File: config.mk
export PLATFORM = sky130hd
export DESIGN_NAME = ps2_host_tx
export DESIGN_NICKNAME = d
export VERILOG_FILES = /design/src/rtl/ps2_pkg.sv /design/src/rtl/ps2_line_filter.sv /design/src/rtl/ps2_host_tx.sv
export SDC_FILE = /design/constraint.sdc
export NUM_CORES = 1
export LEC_CHECK = 0
export CAP_MARGIN = 20
export CORE_MARGIN = 10
export CORE_UTILIZATION = 30
export DETAILED_ROUTE_END_ITERATION = 7
export PLACE_DENSITY = 0.5
export RECOVER_POWER = 25
export SLEW_MARGIN = 40
export SYNTH_ARGS = -nofsm -noshare
export SYNTH_HDL_FRONTEND = slang
export SYNTH_SLANG_ARGS = --single-unit
File: constraint.sdc
create_clock -name clk_i -period 2.8 [get_ports clk_i]
set_input_delay 0.56 -clock clk_i [delete_from_list [all_inputs] [get_ports clk_i]]
set_output_delay 0.56 -clock clk_i [all_outputs]
set_load 0.02 [all_outputs]
File: src/rtl/ps2_pkg.sv
// Shared types and timing helpers for the PS/2 host transmitter and line filters.
package ps2_pkg;

    typedef enum logic [2:0] {
        IDLE,
        INHIBIT,
        RELEASE,
        SHIFT,
        ACK,
        WAIT_IDLE
    } ps2_tx_state_t;

    // Consecutive stable samples required before a filtered line changes.
    localparam int unsigned FILT_LEN = 8;

    function automatic int unsigned us_to_cycles(input int unsigned clk_freq,
                                                 input int unsigned us);
        longint unsigned c;
        c = 64'(clk_freq) * 64'(us) / 64'd1000000;
        return c[31:0];
    endfunction

endpackage

File: src/rtl/ps2_line_filter.sv
// Two-flop synchroniser plus a FILT_LEN-cycle glitch filter for one PS/2 line.
module ps2_line_filter
    import ps2_pkg::*;
(
    input  logic clk_i,
    input  logic rst,
    input  logic line_i,
    output logic filt_o,
    output logic fall_o
);

    localparam int CW = $clog2(FILT_LEN);

    logic [1:0]    sync_q;
    logic          filt_q;
    logic          fall_q;
    logic [CW-1:0] cnt_q;

    // Lines idle high, so reset the filter to the released level.
    always_ff @(posedge clk_i) begin
        if (rst) begin
            sync_q <= 2'b11;
            filt_q <= 1'b1;
            fall_q <= 1'b0;
            cnt_q  <= '0;
        end else begin
            sync_q <= {sync_q[0], line_i};
            fall_q <= 1'b0;
            if (sync_q[1] == filt_q) begin
                cnt_q <= '0;
            end else if (cnt_q == CW'(FILT_LEN - 1)) begin
                filt_q <= sync_q[1];
                fall_q <= ~sync_q[1];
                cnt_q  <= '0;
            end else begin
                cnt_q <= cnt_q + CW'(1);
            end
        end
    end

    assign filt_o = filt_q;
    assign fall_o = fall_q;

endmodule

File: src/rtl/ps2_host_tx.sv
// PS/2 host-to-device command transmitter: small command FIFO feeding the
// host-request serialiser on the shared open-drain clock/data pair.
module ps2_host_tx
    import ps2_pkg::*;
#(
    parameter int unsigned CLK_FREQ     = 50000000,
    parameter int unsigned INHIBIT_US   = 120,
    parameter int unsigned START_TMO_US = 15000,
    parameter int unsigned PKT_TMO_US   = 2000,
    parameter int unsigned FIFO_DEPTH   = 4
) (
    input  logic                        clk_i,
    input  logic                        rst,
    input  logic [7:0]                  cmd_data,
    input  logic                        cmd_valid,
    output logic                        cmd_ready,
    input  logic                        ps2_clk_i,
    input  logic                        ps2_data_i,
    output logic                        ps2_clk_oe,
    output logic                        ps2_data_oe,
    output logic                        busy,
    output logic                        done,
    output logic                        ack_ok,
    output logic                        tmo_err,
    output logic [$clog2(FIFO_DEPTH):0] fifo_cnt
);

    localparam int unsigned INH_CYC   = us_to_cycles(CLK_FREQ, INHIBIT_US);
    localparam int unsigned START_CYC = us_to_cycles(CLK_FREQ, START_TMO_US);
    localparam int unsigned PKT_CYC   = us_to_cycles(CLK_FREQ, PKT_TMO_US);
    localparam int PW = $clog2(FIFO_DEPTH);
    localparam int CW = PW + 1;

    logic clk_f, clk_fall, data_f, data_fall_unused;

    ps2_line_filter u_clk_filt  (.clk_i(clk_i), .rst(rst), .line_i(ps2_clk_i),
                                 .filt_o(clk_f), .fall_o(clk_fall));
    ps2_line_filter u_data_filt (.clk_i(clk_i), .rst(rst), .line_i(ps2_data_i),
                                 .filt_o(data_f), .fall_o(data_fall_unused));

    ps2_tx_state_t state_q, state_d;
    logic [31:0]   tmr_q, tmr_d;
    logic [3:0]    bitcnt_q, bitcnt_d;
    logic [3:0]    clk_hi_q;
    logic [8:0]    frame_q;
    logic          clk_oe_q, clk_oe_d, data_oe_q, data_oe_d;
    logic          done_q, done_d, ack_ok_q, ack_ok_d, tmo_err_q, tmo_err_d;
    logic          ack_smp_q, ack_smp_d;
    logic [7:0]    mem_q [FIFO_DEPTH];
    logic [PW-1:0] wr_ptr_q, rd_ptr_q;
    logic [CW-1:0] cnt_q;
    logic          push, pop, tmo;

    assign cmd_ready = (cnt_q != CW'(FIFO_DEPTH));
    assign push      = cmd_valid & cmd_ready;
    assign pop       = (state_q == IDLE) && (state_d == INHIBIT);
    assign tmo       = (state_q inside {RELEASE, SHIFT, ACK}) && !clk_fall && (tmr_q == '0);

    always_ff @(posedge clk_i) begin
        if (push) mem_q[wr_ptr_q] <= cmd_data;
    end

    always_ff @(posedge clk_i) begin
        if (rst) begin
            state_q   <= IDLE;
            tmr_q     <= '0;
            bitcnt_q  <= '0;
            clk_hi_q  <= '0;
            frame_q   <= '0;
            clk_oe_q  <= 1'b0;
            data_oe_q <= 1'b0;
            done_q    <= 1'b0;
            ack_ok_q  <= 1'b0;
            tmo_err_q <= 1'b0;
            ack_smp_q <= 1'b0;
            wr_ptr_q  <= '0;
            rd_ptr_q  <= '0;
            cnt_q     <= '0;
        end else begin
            state_q   <= state_d;
            tmr_q     <= tmr_d;
            bitcnt_q  <= bitcnt_d;
            clk_oe_q  <= clk_oe_d;
            data_oe_q <= data_oe_d;
            done_q    <= done_d;
            ack_ok_q  <= ack_ok_d;
            tmo_err_q <= tmo_err_d;
            ack_smp_q <= ack_smp_d;
            if (!clk_f) clk_hi_q <= '0;
            else if (clk_hi_q != 4'(FILT_LEN)) clk_hi_q <= clk_hi_q + 4'd1;
            if (pop) frame_q <= {~^mem_q[rd_ptr_q], mem_q[rd_ptr_q]};
            if (push) wr_ptr_q <= wr_ptr_q + PW'(1);
            if (pop) rd_ptr_q <= rd_ptr_q + PW'(1);
            case ({push, pop})
                2'b10:   cnt_q <= cnt_q + CW'(1);
                2'b01:   cnt_q <= cnt_q - CW'(1);
                default: cnt_q <= cnt_q;
            endcase
        end
    end

    always_comb begin
        state_d = state_q;
        case (state_q)
            IDLE:      if ((cnt_q != '0) && (clk_hi_q == 4'(FILT_LEN))) state_d = INHIBIT;
            INHIBIT:   if (tmr_q == '0) state_d = RELEASE;
            RELEASE:   if (clk_fall) state_d = SHIFT; else if (tmo) state_d = IDLE;
            SHIFT:     if (clk_fall && bitcnt_q == 4'd9) state_d = ACK; else if (tmo) state_d = IDLE;
            ACK:       if (clk_fall) state_d = WAIT_IDLE; else if (tmo) state_d = IDLE;
            WAIT_IDLE: if (clk_f && data_f) state_d = IDLE;
            default:   state_d = IDLE;
        endcase
    end

    always_comb begin
        tmr_d     = tmr_q;
        bitcnt_d  = bitcnt_q;
        data_oe_d = data_oe_q;
        done_d    = 1'b0;
        ack_ok_d  = ack_ok_q;
        tmo_err_d = tmo_err_q;
        ack_smp_d = ack_smp_q;
        clk_oe_d  = (state_d == INHIBIT);
        if ((state_q inside {RELEASE, SHIFT, ACK}) && tmr_q != '0) tmr_d = tmr_q - 32'd1;
        case (state_q)
            IDLE: begin
                data_oe_d = 1'b0;
                if (state_d == INHIBIT) begin
                    tmr_d     = INH_CYC - 1;
                    data_oe_d = (INH_CYC == 1);
                end
            end
            // Start bit goes low during the final inhibit cycle, before clock release.
            INHIBIT: begin
                if (tmr_q != '0) begin
                    tmr_d     = tmr_q - 32'd1;
                    data_oe_d = (tmr_q == 32'd1);
                end else begin
                    tmr_d     = START_CYC - 1;
                    bitcnt_d  = '0;
                    data_oe_d = 1'b1;
                end
            end
            RELEASE: if (clk_fall) tmr_d = PKT_CYC - 1;
            SHIFT: begin
                if (clk_fall) begin
                    data_oe_d = (bitcnt_q < 4'd9) ? ~frame_q[bitcnt_q] : 1'b0;
                    bitcnt_d  = bitcnt_q + 4'd1;
                end
            end
            ACK: begin
                if (clk_fall) begin
                    ack_smp_d = ~data_f;
                    data_oe_d = 1'b0;
                end
            end
            WAIT_IDLE: begin
                data_oe_d = 1'b0;
                if (state_d == IDLE) begin
                    done_d    = 1'b1;
                    ack_ok_d  = ack_smp_q;
                    tmo_err_d = 1'b0;
                end
            end
            default: data_oe_d = 1'b0;
        endcase
        if (tmo) begin
            data_oe_d = 1'b0;
            done_d    = 1'b1;
            ack_ok_d  = 1'b0;
            tmo_err_d = 1'b1;
        end
    end

    assign ps2_clk_oe  = clk_oe_q;
    assign ps2_data_oe = data_oe_q;
    assign busy        = (state_q != IDLE);
    assign done        = done_q;
    assign ack_ok      = ack_ok_q;
    assign tmo_err     = tmo_err_q;
    assign fifo_cnt    = cnt_q;

endmodule

==> results.toml <==
[clock_tree]
ctsLongestPathBuffers = 2
clk_latency_ns = 0.37
clk_pin_slew_worst_paths_ns = 0.08
cts_tree = "built"
cts.sinks = 112
cts_setup_buffers = 0
cts.htree.levels = 3
cts_hold_buf = 0
cts_root_buffer = "clkbuf_16"
numCtsBuffers = 9

[synth]
netlist_area_um2 = 5570
synth_nets = 600
ys_seq_elements = 112
async_reset_ff_frac = 0
synth_edf_count = 32
ys.flop_type = "dfxtp_1"
synth_cell_type_count = 73
synth.top_cell.area_share = 0.288
yosys.area.top_type = "dfxtp_1"
syn_area_per_cell_um2 = 9.77
ys_seq_area_frac = 0.460
netlist_instances = 570
synth_area_leaders = "dfxtp_1, edfxtp_1, mux4_2"
ys_warn_count = 0

[run_status]
status = "complete, no violations"

[setup_path]
critPathCaptureType = "flip-flop"
startpoint_type = "flip-flop"
cp.required_ns = 3.10
setup.worst_path.class = "flip-flop to flip-flop"
arrival_ns = 2.91
worstPathMaxFanout = 6

[cells_and_area]
diodes = 0
fin_nets = 637
drive_above_1_share = 0.142
area_delta_synth_final_pct = 16.7
final_cells = 841
fill_cells = 1827

[placement]
dp_hpwl_um = 10200
place.gp.congestion = 0.859
place_inst = 825
io_buffers = 22

[flow_run]
maxCapViolations = 0

[detailed_routing]
first_pass_iters = 5
route.detailed.drc = 0
vias_per_cell = 5.33
vias = 4481
routed_wl_um = 13900
drtIter0Drc = 276
wire_per_inst_um = 16.6
antenna_left = 0

[global_routing]
grt_overflow_total = 0
grt_pass1_vias = 4411
track_usage = 0.119
antenna_found_initial = 0
grt_pass1_wl_um = 23200
grt_max_degree = 29

[die]
start_util = 0.308
dieArea_um2 = 24400
die_height_um = 156
die_w_um = 156
design.core.area_um2 = 18100
pin_count = 23
rows = 49

[sta]
fmax_mhz = 384
whs_ns = 0.416
setup_tns_ns = 0
finalCritPeriodShare = 0.930
setup_viol = 0
drv_slew = 0
hold_viol = 0
skew_ns = 0.0126
rsz0062_at_grt = "false"
worst_pin_slew_ns = 1.32
period_needed_ns = 2.60
slew_headroom = 0.117

[min_path]
min_path_type = "flip-flop to flip-flop"

[pwr]
p_total_w = 0.00331
irDropWorstVdd_v = 0.000300
power.leakage_nw = 2.39
power_density_nw_per_um2 = 509
==> flip-flops by register name, summed over array words and instances, names as in the netlist, 2 cells and up, named ones only <==
| signal | flops |
|---|---|
| mem_q | 32 |
| tmr_q | 32 |
| frame_q | 9 |
| bitcnt_q | 4 |
| clk_hi_q | 4 |
| fifo_cnt | 3 |
| state_q | 3 |
| u_clk_filt.cnt_q | 3 |
| u_data_filt.cnt_q | 3 |
| rd_ptr_q | 2 |
| u_clk_filt.sync_q | 2 |
| u_data_filt.sync_q | 2 |
| wr_ptr_q | 2 |
==> timing repair <==
item                       in CTS  in global routing
gates resized for setup         0                  1
hold endpoints to repair        0                  0
setup endpoints to repair       0                  1
==> worst paths after layout <==
kind	start	end	slack, ns	cells past startpoint
hold reg to reg	u_clk_filt.sync_q[0]	u_clk_filt.sync_q[1]	0.42	1
setup reg to reg	tmr_q[1]	tmr_q[27]	0.20	8
hold / removal	u_clk_filt.sync_q[0]	u_clk_filt.sync_q[1]	0.42	1
setup / recovery	tmr_q[1]	tmr_q[27]	0.20	8
==> kinds of logic after synthesis <==
logic type,count (synthesis),synth area share
buffers and inverters,43,0.0312
xor gates and xnor gates,34,0.0535
and+or+nand+nor,221,0.209
muxes,14,0.0490
AOI/OAI and AO/OA,129,0.157
DFF,112,0.460
adders and majority gates,17,0.0395
==> cells in the final DEF, fill, tap and decap left out, types with 13 or more instances in the layout <==
| cell | synthesis | layout |
|---|---|---|
| dfxtp_1 | 80 | 80 |
| nand2_1 | 48 | 48 |
| nor2_1 | 44 | 44 |
| a21oi_1 | 41 | 41 |
| edfxtp_1 | 32 | 32 |
| nor3_1 | 29 | 29 |
| buf_4 | 1 | 28 |
| xnor2_1 | 22 | 22 |
| nand3_1 | 21 | 21 |
| inv_1 | 17 | 17 |
| o21ai_0 | 17 | 17 |
| ha_1 | 16 | 16 |
| clkdlybuf4s50_1 | 0 | 13 |
==> synth_stat cells (4+ instances only) <==
cell	count
a211o_1	6
a21o_1	4
a21oi_1	41
a31oi_1	10
and2_1	7
and3_1	8
buf_1	4
clkbuf_1	18
dfxtp_1	80
edfxtp_1	32
ha_1	16
inv_1	17
mux4_2	10
nand2_1	48
nand2b_1	7
nand3_1	21
nand4_1	6
nor2_1	44
nor2b_1	4
nor3_1	29
nor3b_1	5
nor4_1	9
o21ai_0	17
o22ai_1	8
o31ai_1	4
or2_2	6
or3_1	7
xnor2_1	22
xor2_1	12
==> area by class of cell <==
| cell class | instances | area [µm²] | share of cell area |
|---|---|---|---|
| clock buffer | 9 | 225 | 0.0346 |
| tap | 229 | 287 | 0.0441 |
| multi-input combinational | 415 | 2840 | 0.437 |
| sequential | 112 | 2560 | 0.394 |
| inverter | 18 | 67.6 | 0.0104 |
| clock inverter | 7 | 88.8 | 0.0137 |
| timing repair buffer | 51 | 428 | 0.0658 |
==> power breakdown <==
part	total (W)	internal (W)	switching [W]
Combinational	0.000232	0.000100	0.000132
Clock	0.00136	0.000652	0.000704
Sequential	0.00172	0.00170	0.0000187
Total	0.00331	0.00245	0.000854
==> critical path, cell delays in order, from the launching register on <==
cell and delay (ns):
dfxtp_1 0.34, inv_1 0.11, ha_1 0.21, nor4b_1 0.34
and4_1 0.34, a41oi_1 0.25, a211o_1 0.47, nor2_2 0.29
a22o_1 0.19
==> through the flow <==
stage	util	setup WS [ns]	cell area (µm²)
after floorplan	-	0.0167	5580
after global placement	0.342	0.273	6190
after detailed placement	0.342	0.217	6190
after CTS	0.359	0.211	6500
after global routing	0.359	0.0101	6500
final	0.359	0.197	6500
==> per-layer routing <==
metal | wire, µm | global-route usage | up-vias
met5 | 0 | 0 | -
met4 | 287 | 0.0449 | 0
met3 | 690 | 0.0296 | 19
met2 | 6540 | 0.188 | 105
met1 | 6430 | 0.154 | 2180
li1 | - | - | 2177
Power figures use the tool's default switching activity.
